[src/rtl/lsu_park_scheduler_if.sv]
// Handshake bundle between the operand-read handoff (upstream), the parking
// scheduler and the issue stage (downstream).
//
// Signals:
//   issue_entry_i / issue_entry_valid_i / is_ctrl_flow_i : upstream instruction
//   issue_instr_ack_o                                    : upstream entry consumed
//   issue_entry_o / issue_entry_valid_o / is_ctrl_flow_o : instruction to issue
//   issue_instr_ack_i                                    : issue took issue_entry_o
//
// Modports:
//   slave  : the scheduler
//   master : the surroundings (upstream producer + downstream issue)
interface lsu_park_scheduler_if;

    typedef struct packed {
        logic [1:0]  fu;   // 0 ALU, 1 LOAD, 2 STORE, 3 CTRL_FLOW
        logic [4:0]  rs1;
        logic [4:0]  rs2;
        logic [4:0]  rd;
        logic [31:0] pc;
    } scoreboard_entry_t;

    scoreboard_entry_t issue_entry_i;
    logic              issue_entry_valid_i;
    logic              is_ctrl_flow_i;
    logic              issue_instr_ack_o;
    scoreboard_entry_t issue_entry_o;
    logic              issue_entry_valid_o;
    logic              is_ctrl_flow_o;
    logic              issue_instr_ack_i;

    modport slave (
        input  issue_entry_i, issue_entry_valid_i, is_ctrl_flow_i, issue_instr_ack_i,
        output issue_instr_ack_o, issue_entry_o, issue_entry_valid_o, is_ctrl_flow_o
    );

    modport master (
        output issue_entry_i, issue_entry_valid_i, is_ctrl_flow_i, issue_instr_ack_i,
        input  issue_instr_ack_o, issue_entry_o, issue_entry_valid_o, is_ctrl_flow_o
    );

endinterface

[src/rtl/lsu_park_scheduler.sv]
// Parks LOAD/STORE entries in a small in-order queue while the LSU stalls,
// letting independent non-memory instructions overtake them, and drains the
// parked entries back out in program order.
//
// Ports:
//   clk_i, rst_ni  : clock, asynchronous active-low reset
//   flush_i        : pipeline flush, empties the queue
//   debug_req_i    : blocks new parking, forces a drain when entries are parked
//   lsu_ready_i    : LSU can accept a memory op
//   bus            : upstream/downstream handshake (slave side)
//   parked_cnt_o   : registered queue occupancy
//   draining_o     : scheduler is draining parked entries
module lsu_park_scheduler #(
    parameter int NR_PARK    = 2,
    parameter int MAX_BYPASS = 4
) (
    input  logic                         clk_i,
    input  logic                         rst_ni,
    input  logic                         flush_i,
    input  logic                         debug_req_i,
    input  logic                         lsu_ready_i,
    lsu_park_scheduler_if.slave          bus,
    output logic [$clog2(NR_PARK+1)-1:0] parked_cnt_o,
    output logic                         draining_o
);

    localparam int CNT_W = $clog2(NR_PARK + 1);
    localparam int BYP_W = $clog2(MAX_BYPASS + 1);
    localparam int PTR_W = (NR_PARK > 1) ? $clog2(NR_PARK) : 1;

    localparam logic [CNT_W-1:0] CNT_FULL = CNT_W'(NR_PARK);
    localparam logic [CNT_W-1:0] CNT_ONE  = CNT_W'(1);
    localparam logic [BYP_W-1:0] BYP_MAX  = BYP_W'(MAX_BYPASS);
    localparam logic [PTR_W-1:0] PTR_LAST = PTR_W'(NR_PARK - 1);

    localparam logic [1:0] FU_LOAD  = 2'd1;
    localparam logic [1:0] FU_STORE = 2'd2;
    localparam logic [1:0] FU_CTRL  = 2'd3;

    // Same layout as scoreboard_entry_t in lsu_park_scheduler_if.
    typedef struct packed {
        logic [1:0]  fu;
        logic [4:0]  rs1;
        logic [4:0]  rs2;
        logic [4:0]  rd;
        logic [31:0] pc;
    } entry_t;

    typedef enum logic [1:0] {IDLE, PARKED, DRAIN} state_t;

    state_t             state, state_next;
    entry_t             slots [NR_PARK];
    logic [NR_PARK-1:0] slot_vld;
    logic [PTR_W-1:0]   head, tail;
    logic [CNT_W-1:0]   count;
    logic [BYP_W-1:0]   bypass_cnt;

    entry_t in_entry, head_entry;
    logic   in_mem, in_ctrl, hazard, full;
    logic   push, pop, byp_inc, byp_clr, present;

    function automatic logic [PTR_W-1:0] ptr_next(input logic [PTR_W-1:0] p);
        return (p == PTR_LAST) ? '0 : p + PTR_W'(1);
    endfunction

    assign in_entry   = bus.issue_entry_i;
    assign head_entry = slots[head];
    assign in_mem     = (in_entry.fu == FU_LOAD) || (in_entry.fu == FU_STORE);
    assign in_ctrl    = (in_entry.fu == FU_CTRL) || bus.is_ctrl_flow_i;
    assign full       = (count == CNT_FULL);

    // RAW, WAW and WAR against every live parked entry; x0 deliberately included.
    always_comb begin
        hazard = 1'b0;
        for (int i = 0; i < NR_PARK; i++) begin
            if (slot_vld[i] &&
                ((in_entry.rs1 == slots[i].rd)  || (in_entry.rs2 == slots[i].rd) ||
                 (in_entry.rd  == slots[i].rd)  || (in_entry.rd  == slots[i].rs1) ||
                 (in_entry.rd  == slots[i].rs2))) begin
                hazard = 1'b1;
            end
        end
    end

    always_comb begin
        state_next              = state;
        bus.issue_entry_o       = bus.issue_entry_i;
        bus.issue_entry_valid_o = bus.issue_entry_valid_i;
        bus.is_ctrl_flow_o      = bus.is_ctrl_flow_i;
        bus.issue_instr_ack_o   = bus.issue_instr_ack_i;
        push    = 1'b0;
        pop     = 1'b0;
        byp_inc = 1'b0;
        byp_clr = 1'b0;
        present = 1'b0;

        case (state)
            IDLE: begin
                if (bus.issue_entry_valid_i && in_mem && !lsu_ready_i && !debug_req_i) begin
                    bus.issue_entry_valid_o = 1'b0;
                    bus.issue_instr_ack_o   = 1'b1;
                    push       = 1'b1;
                    byp_clr    = 1'b1;
                    state_next = PARKED;
                end
            end
            PARKED: begin
                if (lsu_ready_i) begin
                    present = 1'b1;
                end else if (bus.issue_entry_valid_i && !in_mem && !in_ctrl && !hazard &&
                             (bypass_cnt != BYP_MAX)) begin
                    byp_inc = bus.issue_instr_ack_i;
                end else if (bus.issue_entry_valid_i && in_mem && !full && !hazard &&
                             !debug_req_i) begin
                    bus.issue_entry_valid_o = 1'b0;
                    bus.issue_instr_ack_o   = 1'b1;
                    push = 1'b1;
                end else if (bus.issue_entry_valid_i || debug_req_i ||
                             (bypass_cnt == BYP_MAX)) begin
                    present = 1'b1;
                end else begin
                    bus.issue_entry_valid_o = 1'b0;
                    bus.issue_instr_ack_o   = 1'b0;
                end
            end
            DRAIN:   present = 1'b1;
            default: state_next = IDLE;
        endcase

        // Head presentation holds the upstream entry; the last pop returns to IDLE.
        if (present) begin
            bus.issue_entry_o       = head_entry;
            bus.issue_entry_valid_o = 1'b1;
            bus.is_ctrl_flow_o      = 1'b0;
            bus.issue_instr_ack_o   = 1'b0;
            pop = bus.issue_instr_ack_i;
            if (bus.issue_instr_ack_i && (count == CNT_ONE)) begin
                state_next = IDLE;
                byp_clr    = 1'b1;
            end else begin
                state_next = DRAIN;
            end
        end

        if (flush_i) begin
            bus.issue_entry_valid_o = 1'b0;
            bus.issue_instr_ack_o   = 1'b0;
            push       = 1'b0;
            pop        = 1'b0;
            byp_inc    = 1'b0;
            byp_clr    = 1'b1;
            state_next = IDLE;
        end
    end

    always_ff @(posedge clk_i or negedge rst_ni) begin
        if (!rst_ni) begin
            state      <= IDLE;
            head       <= '0;
            tail       <= '0;
            count      <= '0;
            slot_vld   <= '0;
            bypass_cnt <= '0;
        end else begin
            state <= state_next;
            if (flush_i) begin
                head     <= '0;
                tail     <= '0;
                count    <= '0;
                slot_vld <= '0;
            end else begin
                // push and pop are mutually exclusive by construction
                if (push) begin
                    slot_vld[tail] <= 1'b1;
                    tail           <= ptr_next(tail);
                    count          <= count + CNT_W'(1);
                end
                if (pop) begin
                    slot_vld[head] <= 1'b0;
                    head           <= ptr_next(head);
                    count          <= count - CNT_W'(1);
                end
            end
            if (byp_clr) begin
                bypass_cnt <= '0;
            end else if (byp_inc) begin
                bypass_cnt <= bypass_cnt + BYP_W'(1);
            end
        end
    end

    // Payload storage carries no reset; slot_vld qualifies it.
    always_ff @(posedge clk_i) begin
        if (push) begin
            slots[tail] <= in_entry;
        end
    end

    assign parked_cnt_o = count;
    assign draining_o   = (state == DRAIN);

endmodule

[src/flat_wrapper.sv]
// flat-port wrapper written by rule: the top's interface ports become plain ports
module lsu_park_scheduler_flat 
#(
    parameter int NR_PARK    = 2,
    parameter int MAX_BYPASS = 4
)
  (clk_i, rst_ni, flush_i, debug_req_i, lsu_ready_i, parked_cnt_o, draining_o, bus_issue_entry_i, bus_issue_entry_valid_i, bus_is_ctrl_flow_i, bus_issue_instr_ack_i, bus_issue_instr_ack_o, bus_issue_entry_o, bus_issue_entry_valid_o, bus_is_ctrl_flow_o);
  lsu_park_scheduler_if bus_i ();
  input  logic clk_i;
  input  logic rst_ni;
  input  logic flush_i;
  input  logic debug_req_i;
  input  logic lsu_ready_i;
  output logic [$clog2(NR_PARK+1)-1:0] parked_cnt_o;
  output logic draining_o;
  input wire logic [$bits(bus_i.issue_entry_i)-1:0] bus_issue_entry_i;
  input wire logic [$bits(bus_i.issue_entry_valid_i)-1:0] bus_issue_entry_valid_i;
  input wire logic [$bits(bus_i.is_ctrl_flow_i)-1:0] bus_is_ctrl_flow_i;
  input wire logic [$bits(bus_i.issue_instr_ack_i)-1:0] bus_issue_instr_ack_i;
  output wire logic [$bits(bus_i.issue_instr_ack_o)-1:0] bus_issue_instr_ack_o;
  output wire logic [$bits(bus_i.issue_entry_o)-1:0] bus_issue_entry_o;
  output wire logic [$bits(bus_i.issue_entry_valid_o)-1:0] bus_issue_entry_valid_o;
  output wire logic [$bits(bus_i.is_ctrl_flow_o)-1:0] bus_is_ctrl_flow_o;
  assign bus_i.issue_entry_i = bus_issue_entry_i;
  assign bus_i.issue_entry_valid_i = bus_issue_entry_valid_i;
  assign bus_i.is_ctrl_flow_i = bus_is_ctrl_flow_i;
  assign bus_i.issue_instr_ack_i = bus_issue_instr_ack_i;
  assign bus_issue_instr_ack_o = bus_i.issue_instr_ack_o;
  assign bus_issue_entry_o = bus_i.issue_entry_o;
  assign bus_issue_entry_valid_o = bus_i.issue_entry_valid_o;
  assign bus_is_ctrl_flow_o = bus_i.is_ctrl_flow_o;
  lsu_park_scheduler #(.NR_PARK(NR_PARK), .MAX_BYPASS(MAX_BYPASS)) u_core (.clk_i(clk_i), .rst_ni(rst_ni), .flush_i(flush_i), .debug_req_i(debug_req_i), .lsu_ready_i(lsu_ready_i), .bus(bus_i), .parked_cnt_o(parked_cnt_o), .draining_o(draining_o));
endmodule
[config.mk]
export PLATFORM = sky130hd
export DESIGN_NAME = lsu_park_scheduler_flat
export DESIGN_NICKNAME = d
export VERILOG_FILES = /design/src/rtl/lsu_park_scheduler_if.sv /design/src/rtl/lsu_park_scheduler.sv /design/src/flat_wrapper.sv
export SDC_FILE = /design/constraint.sdc
export NUM_CORES = 1
export LEC_CHECK = 0
export ABC_AREA = 0
export BUFFER_PORTS_ARGS = -buffer_cell sky130_fd_sc_hd__buf_2
export CORE_ASPECT_RATIO = 2
export CORE_MARGIN = 3
export CORE_UTILIZATION = 35
export DETAILED_ROUTE_END_ITERATION = 12
export PLACE_DENSITY_LB_ADDON = 0.08
export SETUP_SLACK_MARGIN = 0.05
export SYNTH_ARGS = -nofsm -noshare
export SYNTH_HDL_FRONTEND = slang
export SYNTH_SLANG_ARGS = --single-unit
[constraint.sdc]
create_clock -name clk_i -period 11.4 [get_ports clk_i]
set_input_delay 0 -clock clk_i [delete_from_list [all_inputs] [get_ports clk_i]]
set_output_delay 0 -clock clk_i [all_outputs]
set_load 0.05 [all_outputs]
======== Word-level counts from Yosys, hierarchy flattened ========
Memories as Yosys holds them, arrays and structs flattened.
Cells that the tools add are included.
word-level totals
  logic and storage cells ................. 147
  flip-flop bits (word level) ............. 11
  RAM bits ................................ 98
  input port bits ......................... 57
  output and inout port bits .............. 55
  memories kept ........................... 1
operators by class
  equality and inequality tests ........... 21
  bitwise gates (word level) .............. 3
  magnitude comparators ................... 4
  add/sub/neg operators ................... 5
  muxes and demuxes ....................... 67
  reductions and logical operators ........ 40
memory list
  name          words  bits a word  read ports  clocked after Yosys merged registers in  wr ports  line                      RTL
  u_core.slots  2      49           3           0                                        1         lsu_park_scheduler.sv:52  entry_t slots [NR_PARK];
operators by type and width
  cell                 number
  $eq 5x5->1           10
  $mux 49              1
  $mux 1               46
  $mux 2               11
  $logic_and 1x1->1    15
  $logic_or 1x1->1     12
  $eq 2x2->1 const B   4
  $pmux 1 s2           4
  $eq 2x1->1 const B   3
  $logic_not 1->1      6
  $mux 3               2
  $reduce_bool 2->1    3
  $lt 1x2->1 const B   2
  $ne 4x2->1 const B   1
  $pmux 2 s2           1
  $add 3x1->3 const B  1
  $eq 3x3->1 const B   1
  $ne 3x1->1 const B   1
  $ne 3x3->1 const B   1
  $reduce_bool 3->1    1
  $add 1x1->1 const B  2
  $add 2x1->2 const B  1
  $and 2x2->2          1
  $demux 1 s1          2
  7 further kinds      8

======== Logic depth before layout (Yosys ltp) ========
  depth after elaboration ................. 21
  depth in mapped cells ................... 11
  mapped depth without buffers ............ 9

======== Worst setup path before layout ========
OpenSTA, ideal clock, no wires.
  path type ............................... flip-flop to flip-flop
  start ................................... memory u_core.slots[0][36] (netlist name)
  end ..................................... memory u_core.slots[0][0] (netlist name), enable pin
  setup time .............................. 516 ps
  required time ........................... 10884 ps
  arrival ................................. 4959 ps
  setup slack ............................. 5924 ps
  stages on the path, launching flop included .. 8
  period minus slack after synthesis ...... 5476 ps
  path through ............................ edfxtp_1 > xnor2_1 > nand3_1 > o22ai_1 > o41ai_4 > and4_1 > nor2_1 > nor3_1
RTL lines
  what             line
  start, declared  lsu_park_scheduler.sv:52

==> impl_results.md <==
- Diodes inserted: 0
- Critical Path, Cell by Cell: xnor2_1 > nand2_1 > o22ai_1 > o41ai_4 > a31o_4 > nand2_1 > o21ai_1 > buf_2
- Via-to-Cell Ratio: 4.79
- Post-DRT Antenna Nets: 0
- Final period util: 29.4%
- Switching Share: 30.0%
- Final wirelength: 13.7 mm
- Yosys warnings: 0
- Peak supply drop: 0.0883 mV
- First-pass iteration count of the detailed router: 4
- Crit end category: output port
- TritonCTS buffer count: 9
- Worst hold start: bus_issue_entry_i[34]
- FF-to-FF path depth: 7
- CP Launch Type: register
- Top post-synthesis cells by area: edfxtp_1 54%, mux2i_1 9.3%, xnor2_1 6.3%
- Initial antenna violation count: 0
- Number of port buffers: 111
- DRC violations left: 0
- Clock transition at path regs: 0.07 ns
- Placer Congestion: 0.900
- Congestion Overflow GR: 0
- Slew margin rel.: 26.4%
- CTS max path bufs: 2
- Status: finished, final reports clean
- Max-cap violations: 0
- Mapped Area: 5410 sq um
- Count of cell types in the netlist: 41
- Final setup viols: 0
- Critical path required time: 11.40 ns
- Leading area contributor after synthesis: edfxtp_1
- Setup Crit Path Kind: register to output port
- Final hold viol count: 0
- Worst Tran Pin Value: 1.10 ns
- Via Count: 3767
- Post-Synthesis Cells: 438
- Final hold slack: 0.0296 ns
- Sequential fraction of the synthesis area: 59.5%
- Hold Path Class: input pin to register
- FF+latch count, synth: 109
- Dpl hpwl: 9.79 mm
- First-pass GRT wire length: 21.6 mm
- Min Clock Period, post-route: 3.35 ns
- Sequential share of power: 48.0%
- Sw power: 0.282 mW
- Clk Latency, worst-skew pair: 0.35 ns
- WL/cell: 17.5 microns
- Fillers: 1421
- Post-synth net total: 503
- Initial Util: 36.1%
- Slowest stage cell, crit path: a31o_4
- Post-route cell area: 6900 sq um
- Hold depth: 1
- Max Fclk: 298 MHz
- R2r setup slk: 8.39 ns
- Setup_tns: 0 ns
- RR Endpoint: u_core.bypass_cnt[1]$_DFFE_PN0P_
- Power density cells: 136 nW/um^2
- Worst Hold Path EP: u_core.slots[1][34]$_DFFE_PP_
- CP delay by family, top: compound AO/OA/AOI/OAI gates
- Sequential cell area: 3220 sq um
- FFs w/ async S/R, synth: 10.1%
- EDFF count, synth: 98
- Total die area: 17100 sq um
- Vias in the first global route: 4036
- R2r startpoint: u_core.slots[0][32]$_DFFE_PP_
- CTS tree: done
- Drt first-iter violations: 87
- Total setup buffers inserted after CTS: 0
- Synth Flop Type: edfxtp_1
- Clk pwr share: 32.2%
- Lkg Pwr: 2.57 nW
- Largest net degree at the start of global routing: 105
- Chip Width: 93.9 microns
- Crit path DAT: 3.35 ns
- CTS root buffer: clkbuf_16
- Gr usage total: 16.7%
- Multi-input gate area: 2050 sq um
- Synth top cells by count: 98 x edfxtp_1, 61 x nand2_1, 50 x mux2i_1, 50 x o21ai_1, 39 x xnor2_1
- Worst-path fanout max: 104
- Synth top area share: 54.4%
- Share of cells above drive strength 1: 23.5%
- Top Ports: 112
- Site Rows: 63
- Most frequent cell after synthesis: edfxtp_1
- Crit path top cell by count: nand2_1
- RSZ-0062 raised after global routing: no
- Chip Height: 182 microns
- Clk_skew: 0.0118 ns
- Buf/Inv on CP: 1
- Total clock sinks: 109
- Worst path max stage delay: 0.96 ns
- Area grow syn2layout: 27.6%
- Core footprint: 15000 sq um
- Placed inst area: 6150 sq um
- Final Max Slew Viols: 0
- Combinational fraction of design power: 19.8%
- Internal power: 0.657 mW
- Htree depth: 3
- # nets final: 652
- Mapped Avg Cell Area: 12.3 sq um
metal layers:
metal  GRT usage, %  wire length [microns]
met1           17.1                   5050
met2           31.8                   7740
met3           2.65                    457
met4           7.64                    498
met5              0                      0
flip-flops by register name (all words and copies together) (netlist names):
signal and cells:
u_core.state 2, u_core.parked_cnt_o 2, u_core.head 1, u_core.bypass_cnt 3
u_core.tail 1, u_core.slot_vld 2, u_core.slots 98
power groups by stage:
stage	clock [mW]	combinational, mW	sequential (mW)
3_3_place_gp	0	0.175	0.460
4_1_cts	0.315	0.188	0.451
2_1_floorplan	0	0.123	0.461
3_5_place_dp	0	0.176	0.460
5_1_grt	0.326	0.200	0.452
6_report	0.302	0.185	0.451
layout by cell type (no fill, tap or decap), types with 2 or more instances in the layout:
cell,n
edfxtp_1,98
ha_1,8
buf_2,111
mux2i_1,50
inv_6,2
or3_1,4
nor3_2,2
o22ai_1,2
nor3_1,10
dfrtp_1,10
o41ai_4,2
o21ai_1,50
o31ai_1,2
buf_4,5
nor2_1,5
nor4_1,3
a21oi_1,7
dlygate4sd3_1,46
inv_1,10
xnor2_1,39
nand3_1,12
and2_1,2
xor2_1,13
clkbuf_16,9
nand4_1,2
a31oi_1,4
nand2_1,61
layout make-up:
cell class,count,share of cell area [%]
multi-input cells,295,29.7
clock inverters,7,0.961
repair buffers,162,15.3
inverters,10,0.544
flip-flops and latches,109,46.7
well taps,195,3.54
clock buffers,9,3.27
how the worst max path moves through the flow:
stage | from | to | slack (ns) | depth (start not counted)
3_5_place_dp | u_core.slots[0][32]$_DFFE_PP_ | u_core.bypass_cnt[1]$_DFFE_PN0P_ | 8.31 | 7
4_1_cts | u_core.slots[0][32]$_DFFE_PP_ | bus_issue_entry_o[48] | 7.96 | 8
5_1_grt | bus_issue_entry_i[48] | bus_issue_entry_o[23] | 7.66 | 11
2_1_floorplan | u_core.slots[0][36]$_DFFE_PP_ | u_core.slots[0][0]$_DFFE_PP_ | 5.92 | 7
6_report | u_core.slots[0][32]$_DFFE_PP_ | bus_issue_entry_o[13] | 8.05 | 8
3_3_place_gp | u_core.slots[0][32]$_DFFE_PP_ | bus_issue_entry_o[48] | 8.42 | 8
through the flow:
step / power [mW] / util [%] / setup WS [ns] / instances
floorplan: 0.584 / - / 5.92 / 438
global placement: 0.635 / 41.0 / 8.42 / 725
detailed placement: 0.636 / 41.0 / 8.31 / 725
CTS: 0.954 / 46.1 / 7.96 / 787
global route: 0.978 / 46.1 / 7.66 / 787
finish: 0.939 / 46.1 / 8.05 / 787
repair_timing:
item | in CTS | in global routing
setup endpoints to repair | 0 | 0
hold buffers | 46 | 0
gates resized for setup | 0 | 0
hold endpoints to repair | 100 | 0
cell families after synthesis:
family          Yosys count  share of synthesized area [%]
compound gates           77                           8.91
xor+xnor                 52                           8.42
fa+ha+maj                 8                           1.85
buf+inv                  34                           2.87
flops                   109                           59.5
mux                      51                           9.47
simple gates            107                           8.96
Power figures use the tool's default switching activity.
